## src/rtl/lsu_pkg.sv

```systemverilog
// rtl/lsu_pkg.sv - width codes, FSM encoding and lane helpers for the load/store unit
package lsu_pkg;

   localparam logic [2:0] F3_B  = 3'b000;
   localparam logic [2:0] F3_H  = 3'b001;
   localparam logic [2:0] F3_W  = 3'b010;
   localparam logic [2:0] F3_BU = 3'b100;
   localparam logic [2:0] F3_HU = 3'b101;

   typedef enum logic [1:0] {
      ST_IDLE  = 2'd0,
      ST_READ  = 2'd1,
      ST_WRITE = 2'd2,
      ST_RESP  = 2'd3
   } lsu_state_t;

   localparam logic [31:0] BYTE_MASK = 32'h0000_00FF;
   localparam logic [31:0] HALF_MASK = 32'h0000_FFFF;

   // Bit offset of the addressed lane; halfword accesses only use addr[1].
   function automatic logic [4:0] lane_offset(input logic [2:0] funct3, input logic [1:0] lane);
      return funct3[0] ? {lane[1], 4'b0000} : {lane, 3'b000};
   endfunction

endpackage

```

## src/rtl/lsu_align.sv

```systemverilog
// rtl/lsu_align.sv - load lane extraction/extension and store lane merge
module lsu_align
   import lsu_pkg::*;
(
   input  logic [2:0]  funct3,
   input  logic [1:0]  lane,
   input  logic [31:0] word,
   input  logic [31:0] wdata,
   output logic [31:0] load_data,
   output logic [31:0] store_word
);

   logic [4:0]  off;
   logic [31:0] shifted;
   logic [31:0] mask;

   always_comb begin
      off     = lane_offset(funct3, lane);
      shifted = word >> off;
      mask    = (funct3[0] ? HALF_MASK : BYTE_MASK) << off;

      case (funct3)
         F3_B:    load_data = {{24{shifted[7]}}, shifted[7:0]};
         F3_BU:   load_data = {24'h0, shifted[7:0]};
         F3_H:    load_data = {{16{shifted[15]}}, shifted[15:0]};
         F3_HU:   load_data = {16'h0, shifted[15:0]};
         default: load_data = shifted;
      endcase

      // Read-modify-write: only the addressed lane takes new data.
      if (funct3 == F3_W)
         store_word = wdata;
      else
         store_word = (word & ~mask) | ((wdata << off) & mask);
   end

endmodule

```

## src/rtl/load_store_unit.sv

```systemverilog
// rtl/load_store_unit.sv - single-outstanding RV32I load/store unit over a word memory
module load_store_unit
   import lsu_pkg::*;
#(
   parameter int DEPTH = 512
)
(
   input  logic        clk,
   input  logic        rst,
   input  logic        req_valid,
   output logic        req_ready,
   input  logic        req_we,
   input  logic [2:0]  req_funct3,
   input  logic [31:0] req_addr,
   input  logic [31:0] req_wdata,
   output logic        resp_valid,
   input  logic        resp_ready,
   output logic [31:0] resp_rdata,
   output logic        resp_err,
   output logic [31:0] mem_addr,
   output logic        mem_write_en,
   output logic [31:0] mem_wdata,
   input  logic [31:0] mem_rdata
);

   lsu_state_t  state;
   logic        we_q;
   logic [2:0]  funct3_q;
   logic [31:0] addr_q;
   logic [31:0] wdata_q;
   logic        req_err;
   logic [31:0] load_data;
   logic [31:0] store_word;

   assign req_ready = (state == ST_IDLE) && !rst;

   always_comb begin
      case (req_funct3)
         F3_B, F3_BU: req_err = 1'b0;
         F3_H, F3_HU: req_err = req_addr[0];
         F3_W:        req_err = |req_addr[1:0];
         default:     req_err = 1'b1;
      endcase
      if (req_we && req_funct3[2])
         req_err = 1'b1;
      if ({2'b00, req_addr[31:2]} >= 32'(DEPTH))
         req_err = 1'b1;
   end

   lsu_align u_align (
      .funct3     (funct3_q),
      .lane       (addr_q[1:0]),
      .word       (mem_rdata),
      .wdata      (wdata_q),
      .load_data  (load_data),
      .store_word (store_word)
   );

   always_ff @(posedge clk or posedge rst) begin
      if (rst) begin
         state        <= ST_IDLE;
         we_q         <= 1'b0;
         funct3_q     <= 3'b000;
         addr_q       <= 32'h0;
         wdata_q      <= 32'h0;
         resp_valid   <= 1'b0;
         resp_rdata   <= 32'h0;
         resp_err     <= 1'b0;
         mem_addr     <= 32'h0;
         mem_write_en <= 1'b0;
         mem_wdata    <= 32'h0;
      end else begin
         case (state)
            ST_IDLE: begin
               if (req_valid) begin
                  we_q     <= req_we;
                  funct3_q <= req_funct3;
                  addr_q   <= req_addr;
                  wdata_q  <= req_wdata;
                  if (req_err) begin
                     state      <= ST_RESP;
                     resp_valid <= 1'b1;
                     resp_err   <= 1'b1;
                     resp_rdata <= 32'h0;
                  end else if (req_we && req_funct3 == F3_W) begin
                     state        <= ST_WRITE;
                     mem_addr     <= {2'b00, req_addr[31:2]};
                     mem_write_en <= 1'b1;
                     mem_wdata    <= req_wdata;
                  end else begin
                     state    <= ST_READ;
                     mem_addr <= {2'b00, req_addr[31:2]};
                  end
               end
            end
            ST_READ: begin
               if (we_q) begin
                  state        <= ST_WRITE;
                  mem_addr     <= {2'b00, addr_q[31:2]};
                  mem_write_en <= 1'b1;
                  mem_wdata    <= store_word;
               end else begin
                  state      <= ST_RESP;
                  mem_addr   <= 32'h0;
                  resp_valid <= 1'b1;
                  resp_err   <= 1'b0;
                  resp_rdata <= load_data;
               end
            end
            ST_WRITE: begin
               state        <= ST_RESP;
               mem_addr     <= 32'h0;
               mem_write_en <= 1'b0;
               mem_wdata    <= 32'h0;
               resp_valid   <= 1'b1;
               resp_err     <= 1'b0;
               resp_rdata   <= 32'h0;
            end
            ST_RESP: begin
               if (resp_ready) begin
                  state      <= ST_IDLE;
                  resp_valid <= 1'b0;
                  resp_err   <= 1'b0;
                  resp_rdata <= 32'h0;
               end
            end
            default: state <= ST_IDLE;
         endcase
      end
   end

endmodule

```

## config.mk

```make
export PLATFORM = sky130hd
export DESIGN_NAME = load_store_unit
export DESIGN_NICKNAME = d
export VERILOG_FILES = /design/src/rtl/lsu_pkg.sv /design/src/rtl/lsu_align.sv /design/src/rtl/load_store_unit.sv
export SDC_FILE = /design/constraint.sdc
export NUM_CORES = 1
export LEC_CHECK = 0
export BUFFER_PORTS_ARGS = -buffer_cell sky130_fd_sc_hd__buf_2
export CORE_UTILIZATION = 54
export DETAILED_ROUTE_END_ITERATION = 12
export PLACE_DENSITY = 0.8
export SYNTH_ARGS = -nofsm -noshare
export SYNTH_HDL_FRONTEND = slang
export SYNTH_SLANG_ARGS = --single-unit
```

## constraint.sdc

```tcl
create_clock -name clk -period 6.4 [get_ports clk]
set_clock_uncertainty 0.15 [all_clocks]
set_input_delay 0.32 -clock clk [delete_from_list [all_inputs] [get_ports clk]]
set_output_delay 0.32 -clock clk [all_outputs]
set_load 0.03 [all_outputs]
```

# ---- Word-level counts from Yosys, hierarchy flattened
# Index checks and enable logic that the tools add are counted.
dict set report op_classes {
  magnitude_cmp 1
  eq_ne 18
  shift 3
  n_mux 39
  n_bitwise 4
  reduce_logical 16
}
# op n
set ops {}
lappend ops {{32-bit 2-to-1 mux} 11}
lappend ops {{32-bit one-hot mux with 4 select lines} 2}
lappend ops {{32-bit one-hot mux with 3 select lines} 2}
lappend ops {{32-bit bitwise AND} 2}
lappend ops {{32-bit NOT} 1}
lappend ops {{32-bit OR} 1}
lappend ops {{16-bit by 5-bit << shifter with 32-bit output} 1}
lappend ops {{32-bit by 5-bit << shifter with 32-bit output} 1}
lappend ops {{32-bit by 5-bit right shift with 32-bit output} 1}
lappend ops {{30-bit by 10-bit greater-or-equal comparator with 1-bit output, second input constant} 1}
lappend ops {{30-bit 2-to-1 mux} 1}
lappend ops {{16-bit 2-to-1 mux} 1}
lappend ops {{3-bit equality test, second input constant} 4}
lappend ops {{1-bit 2-to-1 mux} 12}
lappend ops {{2-bit inequality test, second input constant} 6}
lappend ops {{2-bit 2-to-1 mux} 4}
lappend ops {{1-bit one-hot mux with 4 select lines} 2}
lappend ops {{2-bit one-hot mux with 4 select lines} 1}
lappend ops {{3-bit by 1-bit equality test with 1-bit output, second input constant} 2}
lappend ops {{3-bit by 2-bit equality test with 1-bit output, second input constant} 2}
lappend ops {{3-bit logical NOT} 2}
lappend ops {{1-bit one-hot mux with 3 select lines} 2}
lappend ops {{2-bit OR reduction} 3}
lappend ops {{5-bit AND reduction} 1}
lappend ops {{other kinds (11)} 15}
dict set report word_totals {
  reg_bits 169
  input_bits 104
  output_inout_bits 100
}

# ---- Longest topological paths before layout
# Gate-level depths: netlist (run 1).
dict set report logic_depth {
  depth_word 8
  depth_mapped 10
}

# ---- Cells and area by module
# Synthesis (run 1) repeated with hierarchy kept, for this count alone.
dict set report unflattened {
  hier_cells 762
  hier_area_um2 9038.7
}
# module n_inst cells_each area_each_um2 seq_area_each_um2
set modules_own_cells {}
lappend modules_own_cells {load_store_unit 1 521 7546.0 4179.0}
lappend modules_own_cells {lsu_align 1 241 1492.7 0.0}

# ---- Worst setup path before layout (run 1)
# No wires, ideal clock.
dict set report synth_path {
  path_type {reg2reg}
  from {register state[0]}
  to {register mem_wdata[27]}
  t_arrival_ns 1.961
  required_ns 6.122
  path_slack_ns 4.161
  stages_incl_launch_ff 10
  path_buffers 2
  synth_period_minus_slack_ns 2.239
  path_cell_list {dfrtp_1 -> inv_1 -> ha_1 -> and2_1 -> clkbuf_1 -> nand2_2 -> buf_4 -> a211oi_1 -> a221o_1 -> mux2_1}
}
dict set report synth_between {
  elab_chain_cells 3
}
# element line_no
set synth_rtl {}
lappend synth_rtl {{start: declaration} load_store_unit.sv:26} ;# lsu_state_t state;
lappend synth_rtl {{start signal: assignment} load_store_unit.sv:61} ;# state <= ST_IDLE;
lappend synth_rtl {{start signal: assignment} load_store_unit.sv:81} ;# state <= ST_RESP;
lappend synth_rtl {{start signal: assignment} load_store_unit.sv:86} ;# state <= ST_WRITE;
lappend synth_rtl {{2-bit by 1-bit equality test with 1-bit output (tied with other cells)} load_store_unit.sv:73} ;# case (state)
lappend synth_rtl {{2-bit inequality test (no line) (tied with other cells)} -}
lappend synth_rtl {{5-bit AND reduction (no line)} -}
lappend synth_rtl {{end signal: assignment} load_store_unit.sv:89} ;# mem_wdata <= req_wdata;
lappend synth_rtl {{end signal: assignment} load_store_unit.sv:101} ;# mem_wdata <= store_word;
lappend synth_rtl {{end: declaration} load_store_unit.sv:22} ;# output logic [31:0] mem_wdata,
# Parallel ways exist; a longest one is shown, timed or not.
# A chain may end at the register's enable or synchronous reset.

# ---- Final worst setup path (run 1)
dict set report layout_path {
  from {input req_addr[28]}
  to {register mem_addr[24]}
}
dict set report layout_between {
  elab_chain_cells 4
}
# element line_no
set layout_rtl {}
lappend layout_rtl {{start: declaration} load_store_unit.sv:14} ;# input logic [31:0] req_addr,
lappend layout_rtl {{30-bit by 10-bit greater-or-equal comparator with 1-bit output} load_store_unit.sv:46} ;# if ({2'b00, req_addr[31:2]} >= 32'(DEPTH))
lappend layout_rtl {{1-bit 2-to-1 mux} load_store_unit.sv:46}
lappend layout_rtl {{2-bit inequality test (no line)} -}
lappend layout_rtl {{3-bit AND reduction (no line)} -}
lappend layout_rtl {{end signal: assignment} load_store_unit.sv:87} ;# mem_addr <= {2'b00, req_addr[31:2]};
lappend layout_rtl {{end signal: assignment} load_store_unit.sv:92} ;# mem_addr <= {2'b00, req_addr[31:2]};
lappend layout_rtl {{end signal: assignment} load_store_unit.sv:99} ;# mem_addr <= {2'b00, addr_q[31:2]};
lappend layout_rtl {{end: declaration} load_store_unit.sv:20} ;# output logic [31:0] mem_addr,
# Every way passes these cells.

==> results of run 1 <==
## sequential cells by signal (all words and copies together) (netlist names)
register and count:
addr_q 32, mem_addr 30, we_q 1, state 2, wdata_q 32, funct3_q 3, mem_wdata 32, resp_err 1
resp_rdata 32, resp_valid 1, mem_write_en 1
## final cells by class
cell class,count,area [um^2]
diodes,1,2.50
multi-input cells,498,4040
flip-flops and latches,167,4180
clock buffers,17,425
inverters,9,38.8
clock inverters,15,176
fillers,1164,4690
repair buffers,253,1500
well taps,211,264
## cells in the final DEF, fill, tap and decap left out, drive strengths merged, types with 6 or more instances in the layout
cell type    netlist  routed
a211oi            25      25
a221oi            30      30
clkbuf            34      17
buf               33     211
dlygate4sd3        0      42
a31oi              8       8
nand3             16      16
nor2              24      24
mux2             102     102
o2bb2ai           16      16
a32o               8       8
a221o             16      16
nand2             66      66
inv                8      18
ha                 6       6
mux2i             25      25
and3              10      10
nor4               6       6
o21ai             51      51
a21oi             10      10
dfrtp            167     167
a2bb2oi           30      30
o211ai             8       8
nand3b            16      16
## cell families after synthesis
family	Yosys count	synth area share
compound gates	211	0.188
flops	167	0.490
simple gates	150	0.0901
mux	129	0.182
buf+inv	76	0.0404
fa+ha+maj	6	0.00881
other cells	1	0.000440
## stage by stage
stage,setup WS (ps),hold slack (ps),total power [mW],util
2_1_floorplan,1410,321,4.62,-
3_3_place_gp,3340,307,5.37,0.627
3_5_place_dp,3300,315,5.46,0.627
4_1_cts,3180,0.0263,6.54,0.692
5_1_grt,2960,1.19,6.93,0.694
6_report,3120,12.5,6.57,0.694
## worst max path at each step
stage	start	endpoint	slack, ps	cells past startpoint
2_1_floorplan	rst	addr_q[0]$_DFFE_PP0P_	1410	1
3_3_place_gp	req_addr[28]	mem_addr[18]$_DFFE_PP0P_	3340	7
3_5_place_dp	req_addr[28]	mem_addr[2]$_DFFE_PP0P_	3300	7
4_1_cts	req_addr[28]	mem_addr[24]$_DFFE_PP0P_	3180	8
5_1_grt	req_addr[28]	mem_addr[7]$_DFFE_PP0P_	2960	8
6_report	req_addr[28]	mem_addr[24]$_DFFE_PP0P_	3120	8
## per-layer routing
| metal | part of all wire | vias up | GRT usage | wire length, um |
|---|---|---|---|---|
| met3 | 0.093 | 47 | 0.0947 | 2250 |
| met5 | 0 | - | 0 | 0 |
| met1 | 0.42 | 3531 | 0.401 | 10200 |
| met4 | 0.025 | 0 | 0.109 | 606 |
| li1 | - | 3214 | - | - |
| met2 | 0.46 | 370 | 0.470 | 11100 |
## power groups by stage
stage / clock, mW / combinational, mW / sequential (mW)
2_1_floorplan: 0 / 2.24 / 2.38
3_3_place_gp: 0 / 3.46 / 1.92
3_5_place_dp: 0 / 3.52 / 1.93
4_1_cts: 1.05 / 3.56 / 1.93
5_1_grt: 1.10 / 3.84 / 1.99
6_report: 1.04 / 3.60 / 1.94
## worst reg2reg max path, stage by stage, from the launching register on
cell       delay (ps)
dfrtp_1           500
nand2b_2          910
nand2_1           390
a211oi_1          520
o2bb2ai_1         150
mux2_4            290
## what timing repair did
item                                    CTS  global route
hold endpoints to repair                134             2
hold buffers                             40             2
buffers inserted                          0             0
endpoints found under the setup margin    0             0
==> summary.txt, run 1 <==
Global route
  – Total gr overflow: 0
  – Vias in the first global route: ~7000
  – Largest net degree at the start of global routing: 97
  – GRT Total Usage: 0.302
  – First-pass GRT wire length: 37.7 mm
  – Initial antenna violation count: 1

Synth
  – Synth warn: 0
  – EDFF count, synth: 0
  – Synth Instances: 740
  – Syn Std Cell Area: between 8000 and 9000 um^2
  – Commonest cells in the netlist: dfrtp_1 (167), mux2_2 (73), nand2_1 (65), o21ai_0 (49), clkbuf_1 (34)
  – Most common cell in the synthesized netlist: dfrtp_1
  – FF+latch count, synth: 167
  – Post-synth cell types: 51
  – Synth area leaders: dfrtp_1 (49%), mux2_2 (9.6%), mux2_4 (4.9%)
  – Sequential area share after synthesis: 0.490
  – Post-synth ARST share: 1.00
  – Synth top area share: 0.490
  – Syn avg cell area: 11.5 um^2
  – Ys flop type: dfrtp_1
  – Largest area contributor in the netlist: dfrtp_1

Power
  – Total net switching power: about 3 mW
  – Logic pwr share: 0.547
  – P_leak: about 5 nW
  – Internal Pwr Total: 3.63 mW
  – Total power divided by cell area: 619 nW/um^2
  – Seq pwr share: 0.295
  – Max rail drop VDD: 376 uV
  – Clock power share: 0.158
  – Net Sw Frac: 0.448

Timing
  – RSZ-0062 raised after global routing: false
  – Period utilisation layout: 0.513
  – Max-slew violation count: 0
  – Crit path time final: 3280 ps
  – Fmax: about 300 MHz
  – Slew headroom: 0.132
  – Hold Vio Cnt, Final: 0
  – Endpoints failing setup: 0
  – Setup TNS: 0 ps
  – Worst-margin pin slew: 1300 ps

CTS
  – CTS root buffer: clkbuf_16
  – Clock-pin slew on the worst setup and hold paths: 70 ps
  – Worst-Skew Late Latency: 430 ps
  – Clock Sinks: around 170
  – H-tree Lvls: 4
  – CTS Buf Count: 17
  – CTS resizes: 0
  – TritonCTS clock tree: yes
  – Max Root-Sink Buffers: 2

Worst hold path
  – Worst Hold Class: input port to register
  – Endpoint, Worst Hold: wdata_q[31]$_DFFE_PP0P_
  – WHS Path Cells: 2
  – Hold_sp: req_wdata[31]

Detailed routing
  – DRT iter0 DRCs: 774
  – DRC: 0
  – Per-cell routed wire length: 20.6 um
  – DR pass1 iterations: 5
  – Via density per instance: 6.12
  – Wirelength, routed: around 24 mm
  – Via count: 7162
  – ANT nets after route: 0

Floorplan
  – Initial Utilization: 0.557
  – Die width: about 130 um
  – # rows: 45
  – Io pins: 204
  – Die outline area: 16300 um^2
  – CORE AREA: 15300 um^2
  – Die height: ~130 um

Setup path
  – Crit path max-delay family: simple AND/OR/NAND/NOR gates
  – Worst Path Required: approximately 6600 ps
  – CP max stage delay: 900 ps
  – Worst path bufs/invs: 3
  – Reg2Reg Depth: 5
  – Worst Setup Path Type: input port to register
  – CP max-delay cell: and2b_1
  – RR Startpoint: funct3_q[0]$_DFFE_PP0P_
  – CP max FO: 31
  – CP arrival: 3480 ps
  – FF-to-FF End: mem_wdata[23]$_DFFE_PP0P_
  – CP endpoint kind: register
  – CP startpoint kind: input port
  – Crit path cell chain: dlygate4sd3_1 -> buf_2 -> nor4_2 -> nand4_2 -> o31ai_4 -> buf_4 -> and2b_1 -> a2bb2oi_1
  – Setup slack, reg-to-reg: 3380 ps

Outcome
  – Outcome: finished, final reports clean

Cells and area
  – Layout cells sized above 1: 0.380
  – Fin nets: 1056
  – Area grow syn2layout: 24.6%
  – Non-Filler Instances: 1171
  – Final instance area: 10600 um^2

Placement
  – DP Wirelength: about 16 mm
  – I/O Buffers: 201
  – Post-DP Area: ~9600 um^2
  – Placer Congestion: 0.937
  – DP Cell Count: 1096

Run
  – Max-cap violations: 0
Note: power is estimated with default switching activity, not from simulation.
==> run 2: changes to the inputs <==
CORE_UTILIZATION = 49   (was 54)
PLACE_DENSITY = 0.77   (was 0.8)
clock period = 2.9 ns   (was 6.4 ns; I/O delays follow)
==> summary.txt, run 2 (same netlist as run 1, synthesis figures left out) <==
Outcome
  – Outcome: finished, final reports clean

Power
  – Internal Pwr Total: 8.27 mW
  – Total power divided by cell area: 1330 nW/um^2
  – Total net switching power: 6.50 mW
  – Logic pwr share: 0.547
  – Net Sw Frac: 0.440
  – Max rail drop VDD: 860 uV
  – Clock power share: 0.165
  – Seq pwr share: 0.288
  – P_leak: approximately 5.2 nW

Global route
  – GRT Total Usage: 0.286
  – Vias in the first global route: approximately 7400
  – Total gr overflow: 0
  – Initial antenna violation count: 0
  – Largest net degree at the start of global routing: 52
  – First-pass GRT wire length: 39.5 mm

Setup path
  – CP max stage delay: 660 ps
  – CP startpoint kind: input port
  – Worst Path Required: 3050 ps
  – CP arrival: about 2800 ps
  – Worst Setup Path Type: input port to register
  – Crit path cell chain: dlygate4sd3_1 -> buf_2 -> nor4_2 -> o211ai_2 -> o31ai_4 -> buf_4 -> o21ai_0
  – CP max FO: 36
  – CP max-delay cell: o31ai_4
  – CP endpoint kind: register

Placement
  – DP Wirelength: roughly 17 mm
  – Placer Congestion: 0.874
  – I/O Buffers: ~200

CTS
  – TritonCTS clock tree: yes
  – CTS root buffer: clkbuf_16
  – CTS resizes: 0
  – Worst-Skew Late Latency: 430 ps
  – Max Root-Sink Buffers: 2
  – H-tree Lvls: 4
  – Clock Sinks: 167
  – Clock-pin slew on the worst setup and hold paths: around 70 ps
  – CTS Buf Count: 17

Floorplan
  – Initial Utilization: 0.509
  – Die outline area: approximately 18000 um^2
  – # rows: 47
  – CORE AREA: 16800 um^2
  – Die height: 134 um
  – Io pins: 204
  – Die width: 134 um

Detailed routing
  – Routed wl met2: 11.6 mm
  – Met1 wire length: between 10 and 15 mm
  – Via count: between 7000 and 8000
  – DRT iter0 DRCs: around 630
  – ANT nets after route: 0
  – DRC: 0
  – Top layer in use: met4
  – Per-cell routed wire length: approximately 21 um
  – DR pass1 iterations: 5
  – Via density per instance: roughly 6.0
  – WL met3: 2.21 mm
  – Wirelength, routed: 25.1 mm

Timing
  – Crit path time final: 2620 ps
  – Slew headroom: 0.400
  – Worst-margin pin slew: between 800 and 900 ps
  – Worst hold slack: 8.14 ps
  – Endpoints failing setup: 0
  – Hold Vio Cnt, Final: 0
  – Setup TNS: 0 ps
  – Period utilisation layout: 0.902
  – Fmax: 382 MHz
  – Max-slew violation count: 0
  – RSZ-0062 raised after global routing: false

Cells and area
  – Fin nets: 1096
  – Commonest non-fill, non-tap cell in the layout: buf_2
  – Area grow syn2layout: 30.1%
  – Commonest non-fill, non-tap cells in the layout: buf_2 (201), dfrtp_1 (167), mux2_2 (73)
  – Antenna Diode Count: 0
  – Layout cells sized above 1: 0.375

Run
  – Max-cap violations: 0

Worst hold path
  – Worst Hold Class: input port to register
==> run 2: changes by cell type in the layout (fill, tap and decap cells not counted), sizes merged <==
cell,change
buf,+11
bufinv,+2
clkinvlp,+1
diode,-1
dlygate4sd3,+29
inv,-3
==> run 2: worst paths after layout <==
path                                       startpoint                          to  slack (ps)  depth (start not counted)
max                                      req_addr[31]   resp_rdata[6]$_DFFE_PP0P_         280                          7
min                                      mem_rdata[4]   resp_rdata[4]$_DFFE_PP0P_           8                          5
max reg2reg                      state[0]$_DFFE_PP0P_    mem_addr[11]$_DFFE_PP0P_         320                          6
min reg2reg                resp_rdata[20]$_DFFE_PP0P_  resp_rdata[20]$_DFFE_PP0P_         320                          2
max in group asynchronous                         rst   resp_rdata[7]$_DFFE_PP0P_        1530                          4
min in group asynchronous                         rst      addr_q[20]$_DFFE_PP0P_         320                          3
==> run 2: worst max-delay path: cells and delay by family <==
family | cells | cell delay, ps
AOI/OAI and AO/OA | 3 | 1090
buffers and inverters | 3 | 1120
and+or+nand+nor | 1 | 400
==> run 2: area by class of cell <==
| class | count | area [um^2] |
|---|---|---|
| fillers | 1272 | 5660 |
| flip-flops and latches | 167 | 4180 |
| multi-input cells | 498 | 4040 |
| repair buffers | 293 | 1940 |
| clock buffers | 17 | 425 |
| well taps | 220 | 275 |
| clock inverters | 15 | 205 |
| inverters | 9 | 37.5 |
==> run 2: through the flow <==
step,setup slack [ps],cell area (um^2),util,instances,total power [mW]
detailed placement,362,9750,0.582,1116,12.2
finish,284,11100,0.662,1219,14.8
floorplan,478,8530,-,741,10.2
global placement,427,9750,0.582,1116,12.0
CTS,342,11100,0.662,1219,14.7
global route,124,11100,0.662,1219,15.6
==> run 2: metal layers <==
layer  GRT usage  vias up
met3      0.0801       67
li1            -     3291
met4       0.125        0
met5           0        -
met1       0.378     3598
met2       0.440      354
==> run 2: power groups by stage <==
stage / clock network, mW / registers, mW / logic, mW
floorplan: 0 / 5.25 / 4.94
global placement: 0 / 4.21 / 7.77
detailed placement: 0 / 4.24 / 7.92
CTS: 2.46 / 4.23 / 8.02
global route: 2.56 / 4.37 / 8.64
finish: 2.44 / 4.25 / 8.08
==> run 2: timing repair <==
| item | 4_1_cts | 5_1_grt |
|---|---|---|
| hold buffers | 71 | 0 |
| endpoints found under the hold margin | 162 | 0 |
| setup buffers | 0 | 0 |
| setup endpoints to repair | 0 | 0 |
==> run 3: changes to the inputs <==
--- a/config.mk
+++ b/config.mk
@@ -7,7 +7,7 @@
 export LEC_CHECK = 0
 export BUFFER_PORTS_ARGS = -buffer_cell sky130_fd_sc_hd__buf_2
-export CORE_UTILIZATION = 49
+export CORE_UTILIZATION = 54
 export DETAILED_ROUTE_END_ITERATION = 12
-export PLACE_DENSITY = 0.77
+export PLACE_DENSITY_LB_ADDON = 0.25
 export SYNTH_ARGS = -nofsm -noshare
 export SYNTH_HDL_FRONTEND = slang
==> constraint.sdc (replaced) <==
create_clock -name clk -period 2.6 [get_ports clk]
set_clock_uncertainty 0.15 [all_clocks]
set_input_delay 0.13 -clock clk [delete_from_list [all_inputs] [get_ports clk]]
set_output_delay 0.13 -clock clk [all_outputs]
set_load 0.005 [all_outputs]
==> summary.txt, run 3 (same netlist as run 1, synthesis figures left out) <==
Floorplan
  – Die height: 128 um
  – # rows: 45
  – CORE AREA: roughly 15000 um^2
  – Die outline area: 16300 um^2
  – Die width: 128 um
  – Initial Utilization: 0.557
  – Io pins: 204

Global route
  – Total gr overflow: 0
  – Largest net degree at the start of global routing: 168
  – Initial antenna violation count: 0
  – Vias in the first global route: 7301
  – GRT Total Usage: 0.319
  – First-pass GRT wire length: 39.9 mm

Power
  – Total power: 15.0 mW
  – P_leak: 5.18 nW
  – Max rail drop VDD: 786 uV
  – Total power divided by cell area: 1360 nW/um^2

Timing
  – Hold Vio Cnt, Final: 0
  – Worst-margin pin slew: 914 ps
  – RSZ-0062 raised after global routing: false
  – Crit path time final: 2480 ps
  – Fmax: 403 MHz
  – Slew headroom: 0.389
  – Period utilisation layout: 0.955
  – Setup TNS: 0 ps
  – Endpoints failing setup: 0
  – Max-slew violation count: 0

CTS
  – Postcts setup bufs: 0
  – TritonCTS clock tree: yes
  – Clock Sinks: 167
  – Worst-Skew Late Latency: ~420 ps
  – CTS Buf Count: 17
  – H-tree Lvls: 4
  – Max Root-Sink Buffers: 2
  – Clock-pin slew on the worst setup and hold paths: 60 ps
  – CTS root buffer: clkbuf_16

Setup path
  – Worst Setup Path Type: register to register
  – CP max-delay cell: dfrtp_1
  – Crit path cell chain: inv_1 -> ha_1 -> and2_1 -> nand2_2 -> a211oi_1 -> a221o_1 -> mux2_4
  – CP max stage delay: 430 ps
  – CP max FO: 16
  – CP endpoint kind: register
  – Worst Path Required: around 2800 ps
  – CP startpoint kind: register
  – Reg2Reg Depth: 7
  – CP arrival: ~2600 ps

Cells and area
  – Commonest non-fill, non-tap cells in the layout: buf_2 (201), dfrtp_1 (167), mux2_2 (73)
  – Layout cells sized above 1: 0.372
  – Commonest non-fill, non-tap cell in the layout: buf_2
  – Antenna Diode Count: 0
  – Area grow syn2layout: 29.2%
  – Fin nets: 1096

Detailed routing
  – Via count: 7375
  – Per-cell routed wire length: around 21 um
  – ANT nets after route: 0
  – DR pass1 iterations: 5
  – Wirelength, routed: roughly 25 mm
  – DRC: 0
  – DRT iter0 DRCs: 670
  – Via density per instance: 6.10

Placement
  – DP Wirelength: 16.3 mm
  – I/O Buffers: roughly 200
  – Placer Congestion: about 0.95

Worst hold path
  – WHS Path Cells: 5
  – Worst Hold Class: input port to register

Run
  – Max-cap violations: 0

Outcome
  – Outcome: finished, final reports clean
-- run 3: routing by layer --
metal  wire [um]  up-vias  GRT usage
met5           0        -          0
met2       11900      355      0.509
met3        1800       59     0.0597
li1            -     3284          -
met1       10800     3677      0.440
met4         691        0      0.111
-- run 3: final timing paths --
path | slack (ps) | to | from
worst max-delay path | 120 | mem_wdata[26]$_DFFE_PP0P_ | state[0]$_DFFE_PP0P_
worst min-delay path | 10 | resp_rdata[2]$_DFFE_PP0P_ | mem_rdata[2]
worst max register to register | 120 | mem_wdata[26]$_DFFE_PP0P_ | state[0]$_DFFE_PP0P_
worst min register to register | 320 | resp_rdata[14]$_DFFE_PP0P_ | resp_rdata[14]$_DFFE_PP0P_
max in group asynchronous | 1260 | mem_wdata[5]$_DFFE_PP0P_ | rst
min in group asynchronous | 370 | addr_q[11]$_DFFE_PP0P_ | rst
-- run 3: where the power goes --
part	total, mW	internal (mW)	switching (mW)	leakage, nW
clock network	2.40	1.38	1.02	0.269
registers	4.78	3.90	0.877	2.06
logic	7.81	3.87	3.94	2.85
-- run 3: worst max-delay path, delay by kind of cell (launching register included) --
family,cells,cell delay (ps)
AOI/OAI and AO/OA,2,410
adders and majority gates,1,360
buffers and inverters,1,110
DFF,1,430
muxes,1,270
and+or+nand+nor,2,610
-- run 3: cell type report --
| cell class | count | area, um^2 |
|---|---|---|
| fill | 1144 | 4300 |
| sequential | 167 | 4180 |
| multi-input combinational | 498 | 4040 |
| timing repair buffer | 293 | 1950 |
| clock buffer | 23 | 478 |
| tap | 211 | 264 |
| clock inverter | 8 | 73.8 |
| inverter | 9 | 37.5 |
-- run 3: repair_timing --
action	in CTS	in global routing
resized for setup	0	0
hold endpoints to repair	299	0
hold buffers	71	0
-- run 3: per-stage QoR --
step	utilization	instances	area [um^2]	hold slack, ps	worst slack, ps
global route	0.719	1209	11000	26.6	40.8
finish	0.719	1209	11000	11.8	118
detailed placement	0.637	1107	9760	235	192
global placement	0.637	1107	9760	230	271
CTS	0.719	1209	11000	2.33	156
floorplan	-	741	8530	131	193
